===== config.mk =====
export PLATFORM = sky130hd
export DESIGN_NAME = i2c_channel_receiver_flat
export DESIGN_NICKNAME = d
export VERILOG_FILES = /design/src/rtl/i2c_pkg.sv /design/src/rtl/i2c_channel_receiver_if.sv /design/src/rtl/glitch_filter.sv /design/src/rtl/i2c_channel_receiver.sv /design/src/flat_wrapper.sv
export SDC_FILE = /design/constraint.sdc
export NUM_CORES = 1
export LEC_CHECK = 0
export BUFFER_PORTS_ARGS = -buffer_cell sky130_fd_sc_hd__buf_2
export CORE_AREA = 2 2 79 81
export CTS_BUF_LIST = sky130_fd_sc_hd__clkbuf_4 sky130_fd_sc_hd__clkbuf_8
export CTS_CLUSTER_SIZE = 16
export DETAILED_ROUTE_END_ITERATION = 7
export DIE_AREA = 0 0 81 83
export SYNTH_ARGS = -nofsm -noshare
export SYNTH_HDL_FRONTEND = slang
export SYNTH_HIERARCHICAL = 1
export SYNTH_SLANG_ARGS = --single-unit

===== constraint.sdc =====
create_clock -name clk -period 2.2 [get_ports clk]
set_input_delay 0.11 -clock clk [delete_from_list [all_inputs] [get_ports clk]]
set_output_delay 0.11 -clock clk [all_outputs]
set_load 0.05 [all_outputs]

===== src/rtl/i2c_pkg.sv =====
// rtl/i2c_pkg.sv - shared constants and channel FSM states for the I2C mux/receiver pair
package i2c_pkg;

    localparam int I2C_NUM_CHANNELS = 8;
    localparam int I2C_SEL_WIDTH    = $clog2(I2C_NUM_CHANNELS);

    typedef enum logic [1:0] {
        IDLE,
        PENDING,
        SWITCH,
        SETTLE
    } chan_state_e;

endpackage


===== src/rtl/i2c_channel_receiver_if.sv =====
// rtl/i2c_channel_receiver_if.sv - bus lines, channel select handshake and filtered outputs
interface i2c_channel_receiver_if
    import i2c_pkg::*;
#(
    parameter int NUM_CHANNELS = I2C_NUM_CHANNELS,
    parameter int SEL_WIDTH    = I2C_SEL_WIDTH
);
    logic [NUM_CHANNELS-1:0] sclIn;
    logic [NUM_CHANNELS-1:0] sdaIn;
    logic [SEL_WIDTH-1:0]    selReq;
    logic                    selValid;
    logic [SEL_WIDTH-1:0]    activeSel;
    logic                    selAck;
    logic                    sclOut;
    logic                    dataOut;
    logic                    startDet;
    logic                    stopDet;
    logic                    busBusy;

    modport slave (
        input  sclIn, sdaIn, selReq, selValid,
        output activeSel, selAck, sclOut, dataOut, startDet, stopDet, busBusy
    );

    modport master (
        output sclIn, sdaIn, selReq, selValid,
        input  activeSel, selAck, sclOut, dataOut, startDet, stopDet, busBusy
    );
endinterface


===== src/rtl/glitch_filter.sv =====
// rtl/glitch_filter.sv - single-line deglitcher: output follows input after FILTER_CYCLES stable cycles
module glitch_filter #(
    parameter int FILTER_CYCLES = 4
) (
    input  logic clk,
    input  logic reset,
    input  logic load,
    input  logic loadVal,
    input  logic in,
    output logic out
);
    localparam int             CW    = $clog2(FILTER_CYCLES + 1);
    localparam logic [CW-1:0]  LIMIT = CW'(FILTER_CYCLES);
    localparam logic [CW-1:0]  ONE   = CW'(1);

    logic [CW-1:0] cnt_q, cnt_d;
    logic          out_q, out_d;

    always_comb begin
        cnt_d = '0;
        out_d = out_q;
        if (load) begin
            out_d = loadVal;
        end else if (in != out_q) begin
            if (cnt_q + ONE == LIMIT) begin
                out_d = in;
            end else begin
                cnt_d = cnt_q + ONE;
            end
        end
    end

    always_ff @(posedge clk) begin
        if (reset) begin
            cnt_q <= '0;
            out_q <= 1'b1;
        end else begin
            cnt_q <= cnt_d;
            out_q <= out_d;
        end
    end

    assign out = out_q;
endmodule


===== src/rtl/i2c_channel_receiver.sv =====
// rtl/i2c_channel_receiver.sv - selects one of several I2C buses, deglitches it, detects START/STOP
module i2c_channel_receiver
    import i2c_pkg::*;
#(
    parameter int NUM_CHANNELS  = I2C_NUM_CHANNELS,
    parameter int SEL_WIDTH     = I2C_SEL_WIDTH,
    parameter int FILTER_CYCLES = 4
) (
    input logic                   clk,
    input logic                   reset,
    i2c_channel_receiver_if.slave bus
);
    localparam int                SCW         = $clog2(FILTER_CYCLES + 1);
    localparam logic [SCW-1:0]    SETTLE_LAST = SCW'(FILTER_CYCLES - 1);
    localparam logic [SCW-1:0]    SCW_ONE     = SCW'(1);

    logic [NUM_CHANNELS-1:0] scl_s1_q, scl_s2_q, sda_s1_q, sda_s2_q;

    chan_state_e          state_q, state_d;
    logic [SEL_WIDTH-1:0] req_q, req_d;
    logic                 pend_q, pend_d;
    logic [SEL_WIDTH-1:0] active_q, active_d;
    logic [SCW-1:0]       settle_q, settle_d;
    logic                 ack_q, ack_d;
    logic                 start_q, start_d;
    logic                 stop_q, stop_d;
    logic                 busy_q, busy_d;
    logic                 scl_prev_q, scl_prev_d;
    logic                 sda_prev_q, sda_prev_d;

    logic                 in_switch;
    logic                 new_scl, new_sda;
    logic                 scl_f, sda_f;
    logic                 want;
    logic [SEL_WIDTH-1:0] want_req;

    assign in_switch = (state_q == SWITCH);
    assign new_scl   = scl_s2_q[req_q];
    assign new_sda   = sda_s2_q[req_q];

    glitch_filter #(.FILTER_CYCLES(FILTER_CYCLES)) u_scl_filter (
        .clk     (clk),
        .reset   (reset),
        .load    (in_switch),
        .loadVal (new_scl),
        .in      (scl_s2_q[active_q]),
        .out     (scl_f)
    );

    glitch_filter #(.FILTER_CYCLES(FILTER_CYCLES)) u_sda_filter (
        .clk     (clk),
        .reset   (reset),
        .load    (in_switch),
        .loadVal (new_sda),
        .in      (sda_s2_q[active_q]),
        .out     (sda_f)
    );

    // Previous-level registers are preloaded with the new channel so the switch itself looks edge-free
    always_comb begin
        scl_prev_d = in_switch ? new_scl : scl_f;
        sda_prev_d = in_switch ? new_sda : sda_f;
        start_d    = ~in_switch & scl_prev_q & scl_f & sda_prev_q & ~sda_f;
        stop_d     = ~in_switch & scl_prev_q & scl_f & ~sda_prev_q & sda_f;
        busy_d     = busy_q;
        if (in_switch) begin
            busy_d = ~(new_scl & new_sda);
        end else if (start_d) begin
            busy_d = 1'b1;
        end else if (stop_d) begin
            busy_d = 1'b0;
        end
    end

    always_comb begin
        state_d  = state_q;
        req_d    = req_q;
        pend_d   = pend_q;
        active_d = active_q;
        settle_d = settle_q;
        ack_d    = 1'b0;
        want     = bus.selValid | pend_q;
        want_req = bus.selValid ? bus.selReq : req_q;
        case (state_q)
            IDLE: begin
                if (want) begin
                    pend_d = 1'b0;
                    req_d  = want_req;
                    if (want_req == active_q) begin
                        ack_d = 1'b1;
                    end else if (busy_q) begin
                        state_d = PENDING;
                    end else begin
                        state_d = SWITCH;
                    end
                end
            end
            PENDING: begin
                if (bus.selValid) begin
                    req_d = bus.selReq;
                end
                if (stop_q) begin
                    state_d = SWITCH;
                end
            end
            SWITCH: begin
                active_d = req_q;
                settle_d = '0;
                state_d  = SETTLE;
                if (bus.selValid) begin
                    req_d  = bus.selReq;
                    pend_d = 1'b1;
                end
            end
            SETTLE: begin
                if (bus.selValid) begin
                    req_d  = bus.selReq;
                    pend_d = 1'b1;
                end
                if (settle_q == SETTLE_LAST) begin
                    ack_d   = 1'b1;
                    state_d = IDLE;
                end else begin
                    settle_d = settle_q + SCW_ONE;
                end
            end
            default: state_d = IDLE;
        endcase
    end

    always_ff @(posedge clk) begin
        if (reset) begin
            scl_s1_q   <= '1;
            scl_s2_q   <= '1;
            sda_s1_q   <= '1;
            sda_s2_q   <= '1;
            state_q    <= IDLE;
            req_q      <= '0;
            pend_q     <= 1'b0;
            active_q   <= '0;
            settle_q   <= '0;
            ack_q      <= 1'b0;
            start_q    <= 1'b0;
            stop_q     <= 1'b0;
            busy_q     <= 1'b0;
            scl_prev_q <= 1'b1;
            sda_prev_q <= 1'b1;
        end else begin
            scl_s1_q   <= bus.sclIn;
            scl_s2_q   <= scl_s1_q;
            sda_s1_q   <= bus.sdaIn;
            sda_s2_q   <= sda_s1_q;
            state_q    <= state_d;
            req_q      <= req_d;
            pend_q     <= pend_d;
            active_q   <= active_d;
            settle_q   <= settle_d;
            ack_q      <= ack_d;
            start_q    <= start_d;
            stop_q     <= stop_d;
            busy_q     <= busy_d;
            scl_prev_q <= scl_prev_d;
            sda_prev_q <= sda_prev_d;
        end
    end

    assign bus.activeSel = active_q;
    assign bus.selAck    = ack_q;
    assign bus.sclOut    = scl_f;
    assign bus.dataOut   = sda_f;
    assign bus.startDet  = start_q;
    assign bus.stopDet   = stop_q;
    assign bus.busBusy   = busy_q;
endmodule


===== src/flat_wrapper.sv =====
// flat-port wrapper written by rule: the top's interface ports become plain ports
module i2c_channel_receiver_flat import i2c_pkg::*;
#(
    parameter int NUM_CHANNELS  = I2C_NUM_CHANNELS,
    parameter int SEL_WIDTH     = I2C_SEL_WIDTH,
    parameter int FILTER_CYCLES = 4
)
  (clk, reset, bus_sclIn, bus_sdaIn, bus_selReq, bus_selValid, bus_activeSel, bus_selAck, bus_sclOut, bus_dataOut, bus_startDet, bus_stopDet, bus_busBusy);
  i2c_channel_receiver_if #(.NUM_CHANNELS(NUM_CHANNELS), .SEL_WIDTH(SEL_WIDTH)) bus_i ();
  input logic clk;
  input logic reset;
  input wire logic [$bits(bus_i.sclIn)-1:0] bus_sclIn;
  input wire logic [$bits(bus_i.sdaIn)-1:0] bus_sdaIn;
  input wire logic [$bits(bus_i.selReq)-1:0] bus_selReq;
  input wire logic [$bits(bus_i.selValid)-1:0] bus_selValid;
  output wire logic [$bits(bus_i.activeSel)-1:0] bus_activeSel;
  output wire logic [$bits(bus_i.selAck)-1:0] bus_selAck;
  output wire logic [$bits(bus_i.sclOut)-1:0] bus_sclOut;
  output wire logic [$bits(bus_i.dataOut)-1:0] bus_dataOut;
  output wire logic [$bits(bus_i.startDet)-1:0] bus_startDet;
  output wire logic [$bits(bus_i.stopDet)-1:0] bus_stopDet;
  output wire logic [$bits(bus_i.busBusy)-1:0] bus_busBusy;
  assign bus_i.sclIn = bus_sclIn;
  assign bus_i.sdaIn = bus_sdaIn;
  assign bus_i.selReq = bus_selReq;
  assign bus_i.selValid = bus_selValid;
  assign bus_activeSel = bus_i.activeSel;
  assign bus_selAck = bus_i.selAck;
  assign bus_sclOut = bus_i.sclOut;
  assign bus_dataOut = bus_i.dataOut;
  assign bus_startDet = bus_i.startDet;
  assign bus_stopDet = bus_i.stopDet;
  assign bus_busBusy = bus_i.busBusy;
  i2c_channel_receiver #(.NUM_CHANNELS(NUM_CHANNELS), .SEL_WIDTH(SEL_WIDTH), .FILTER_CYCLES(FILTER_CYCLES)) u_core (.clk(clk), .reset(reset), .bus(bus_i));
endmodule

==> out/qor.yml <==
run_status: "finished clean"
hold_class: "input pin to flop"
drive_gt1_frac: 0.350
drc_errors: 0
critical_path.n_buffers_inverters: 0
track_usage: 0.134
timing_worst_setup_path_type: "flop to flop"
drt-vias-per-instance: 4.73
post-route-min-period_ps: 1990
fmax_ghz: 0.502
post_drt_wl_per_cell_um: 11.8
crit_path_max_incr_delay_ps: 520
die_width_um: 81
fp-row-count: 28
dr_wl_met2_um: 2000
area_enclosed_by_the_die_boundary_sq_mm: 0.00672
netlist_area_sq_mm: 0.00230
power_switching_share: 0.261
timing.slew.headroom: 0.439
synth_largest_type_area_fraction: 0.506
clock_latency_on_the_worst_skew_pair_ps: 320
mappedNetlistNets: 240
pwr-share-seq: 0.405
grt_antenna_before_repair: 0
synth.lib_cells_used.distinct: 36
n_fill_cell: 561
worst-slew-pin-transition_ps: 842
grt_pass1_vias: 1590
report.final.setup_viol: 0
crit_family: "multiplexers"
initial_utilization: 0.395
clk_pin_slew_ps: 60
wl_met3_um: 164
power.density_mw_per_mm2: 1010
placeableCoreArea_sq_mm: 0.00582
top_count_cell_post_synth: "dfxtp_1"
synth_largest_area_cell: "dfxtp_1"
irDropWorstVdd_mv: 0.548
synth_edf_count: 0
finalSetupTns_ps: 0
postRouteAntennaNets: 0
num_vias: 1599
met1Wirelength_um: 1770
gp_congestion: 0.737
worstSetupEndpointType: "flop"
postSynth.asyncResetShare: 0
arrival_time_at_the_worst_endpoint_ps: 2250
layout.nets: 290
post-route-period-util: 0.905
multi_input_comb_area_sq_mm: 0.00107
ys_seq_area_frac: 0.506
syn-instance-count: 208
synth_top_cells_by_count: "dfxtp_1, or2_2, nor2_1, ha_1, inv_1"
drt_pre_antenna_iters: 4
combPwrFrac: 0.189
crit_required_ps: 2460
clock_tree_from_tritoncts: "built"
die_height_um: 83
cap_violations: 0
max-clock-path-buffers: 2
timing.critical_path.cells: "mux4_2 > mux2_2 > xnor2_1 > a2111o_1 > nor2_1"
rsz0062_at_grt: "no"
netSwitchingPower_mw: 0.774
cts_buffers: 9
synth_area_leaders: "dfxtp_1, or2_2, mux4_2"
clkPwrFrac: 0.405
globalRoute.totalOverflow: 0
root_buffer_selected_by_cts: "clkbuf_8"
topRoutingLayerUsed: "met4"
numClockSinks: 58
hold-worst-slack_ps: 87.0
intPower_mw: 2.19
count_of_boundary_i_o_pins: 31
ys_seq_elements: 58
htree_levels: 3
grt_first_pass_wirelength_um: 6920
cpMaxStageDelayCell: "mux4_2"
totalWireLength_um: 3990
synthToLayoutAreaGrowth_pct: 27.6
place_hpwl_um: 2700
slew_viol_final: 0
violation_count_after_the_first_detailed_route_iteration: 59
timing_hold_violations_final: 0
grt_start_max_net_pins: 60
antenna-diode-count: 0
static-leakage-power_nw: 1.20
io_buffer_count: 30
setup_skew_ps: 6.14
synth-main-ff-cell: "dfxtp_1"
avgSynthCellArea_sq_um: 11.0
ys_warn_count: 6
critical_path.max_fanout: 7
cts.repair.resized: 0
seq_area_sq_mm: 0.00116
critical_path.startpoint_type: "flop"
## per-stage QoR
step	util	setup WS, ps	power [mW]	std cells	area, sq um
3_5_place_dp	0.433	216	1.77	306	2520
2_1_floorplan	-	2.36	1.64	208	2300
4_1_cts	0.504	203	3.00	338	2930
3_3_place_gp	0.433	265	1.76	306	2520
5_1_grt	0.504	84.6	3.13	338	2930
6_report	0.504	209	2.97	338	2930
## sequential cells by signal, indices dropped and copies added (netlist names), 2 cells and up
signal                     cells
u_core/sda_s2_q                8
u_core/state_q                 2
u_core/scl_s2_q                8
u_core/bus.activeSel           3
u_core/settle_q                3
u_core/sda_s1_q                8
u_core/u_sda_filter/cnt_q      3
u_core/u_scl_filter/cnt_q      3
u_core/req_q                   3
u_core/scl_s1_q                8
## routing by layer
metal  vias to the layer above  GRT usage
li1                        815          -
met1                       747      0.147
met2                        31      0.225
met3                         6     0.0446
met4                         0     0.0724
met5                         -          0
## worst paths after layout
kind                                         from                                      end  slack [ps]  cells after the start
max reg2reg  u_core/bus.activeSel[0]$_SDFFE_PP0P_  u_core/u_scl_filter/cnt_q[0]$_SDFF_PP0_         210                      5
max          u_core/bus.activeSel[0]$_SDFFE_PP0P_  u_core/u_scl_filter/cnt_q[0]$_SDFF_PP0_         210                      5
min                                 bus_selReq[1]             u_core/req_q[1]$_SDFFE_PP0P_          90                      3
min reg2reg         u_core/sda_s1_q[5]$_SDFF_PP1_            u_core/sda_s2_q[5]$_SDFF_PP1_         410                      1
## final cells by class
cell class,count,area share
Clock buffer,11,0.0517
Clock inverter,5,0.0342
Inverter,8,0.0103
Multi-Input combinational cell,134,0.367
Sequential cell,58,0.397
Tap cell,75,0.0320
Timing Repair Buffer,47,0.109
## cells in the final DEF, fill, tap and decap left out, types with 6 or more instances in the layout
cell type / count
clkbuf_8: 11
dfxtp_1: 57
buf_2: 30
dlygate4sd3_1: 16
inv_1: 8
nor2_1: 21
or2_2: 32
ha_1: 10
mux4_2: 6
mux2i_1: 6
o21ai_0: 6
## power groups by stage
| stage | clock (mW) | sequential [mW] | combinational [mW] |
|---|---|---|---|
| 6_report | 1.20 | 1.20 | 0.562 |
| 4_1_cts | 1.24 | 1.20 | 0.562 |
| 2_1_floorplan | 0 | 1.28 | 0.359 |
| 3_5_place_dp | 0 | 1.23 | 0.538 |
| 3_3_place_gp | 0 | 1.23 | 0.531 |
| 5_1_grt | 1.29 | 1.22 | 0.619 |
## worst register-to-register path, stage by stage (launching register included)
cell,delay [ps]
dfxtp_2,440
mux4_2,520
mux2_2,290
xnor2_1,140
a2111o_1,430
nor2_1,120
## cell families after synthesis
family / Yosys count / synth area share
buffers and inverters: 16 / 0.0267
flip-flops: 58 / 0.506
XOR/XNOR: 7 / 0.0267
adder cells (fa/ha/maj): 10 / 0.0545
AO/OA/AOI/OAI: 29 / 0.0916
multiplexers: 18 / 0.128
AND/OR/NAND/NOR: 70 / 0.167
## what timing repair did
action / CTS / global route
hold buffers: 16 / 0
buffers inserted: 0 / 0
endpoints found under the hold margin: 16 / 0
Power figures use the tool's default switching activity.
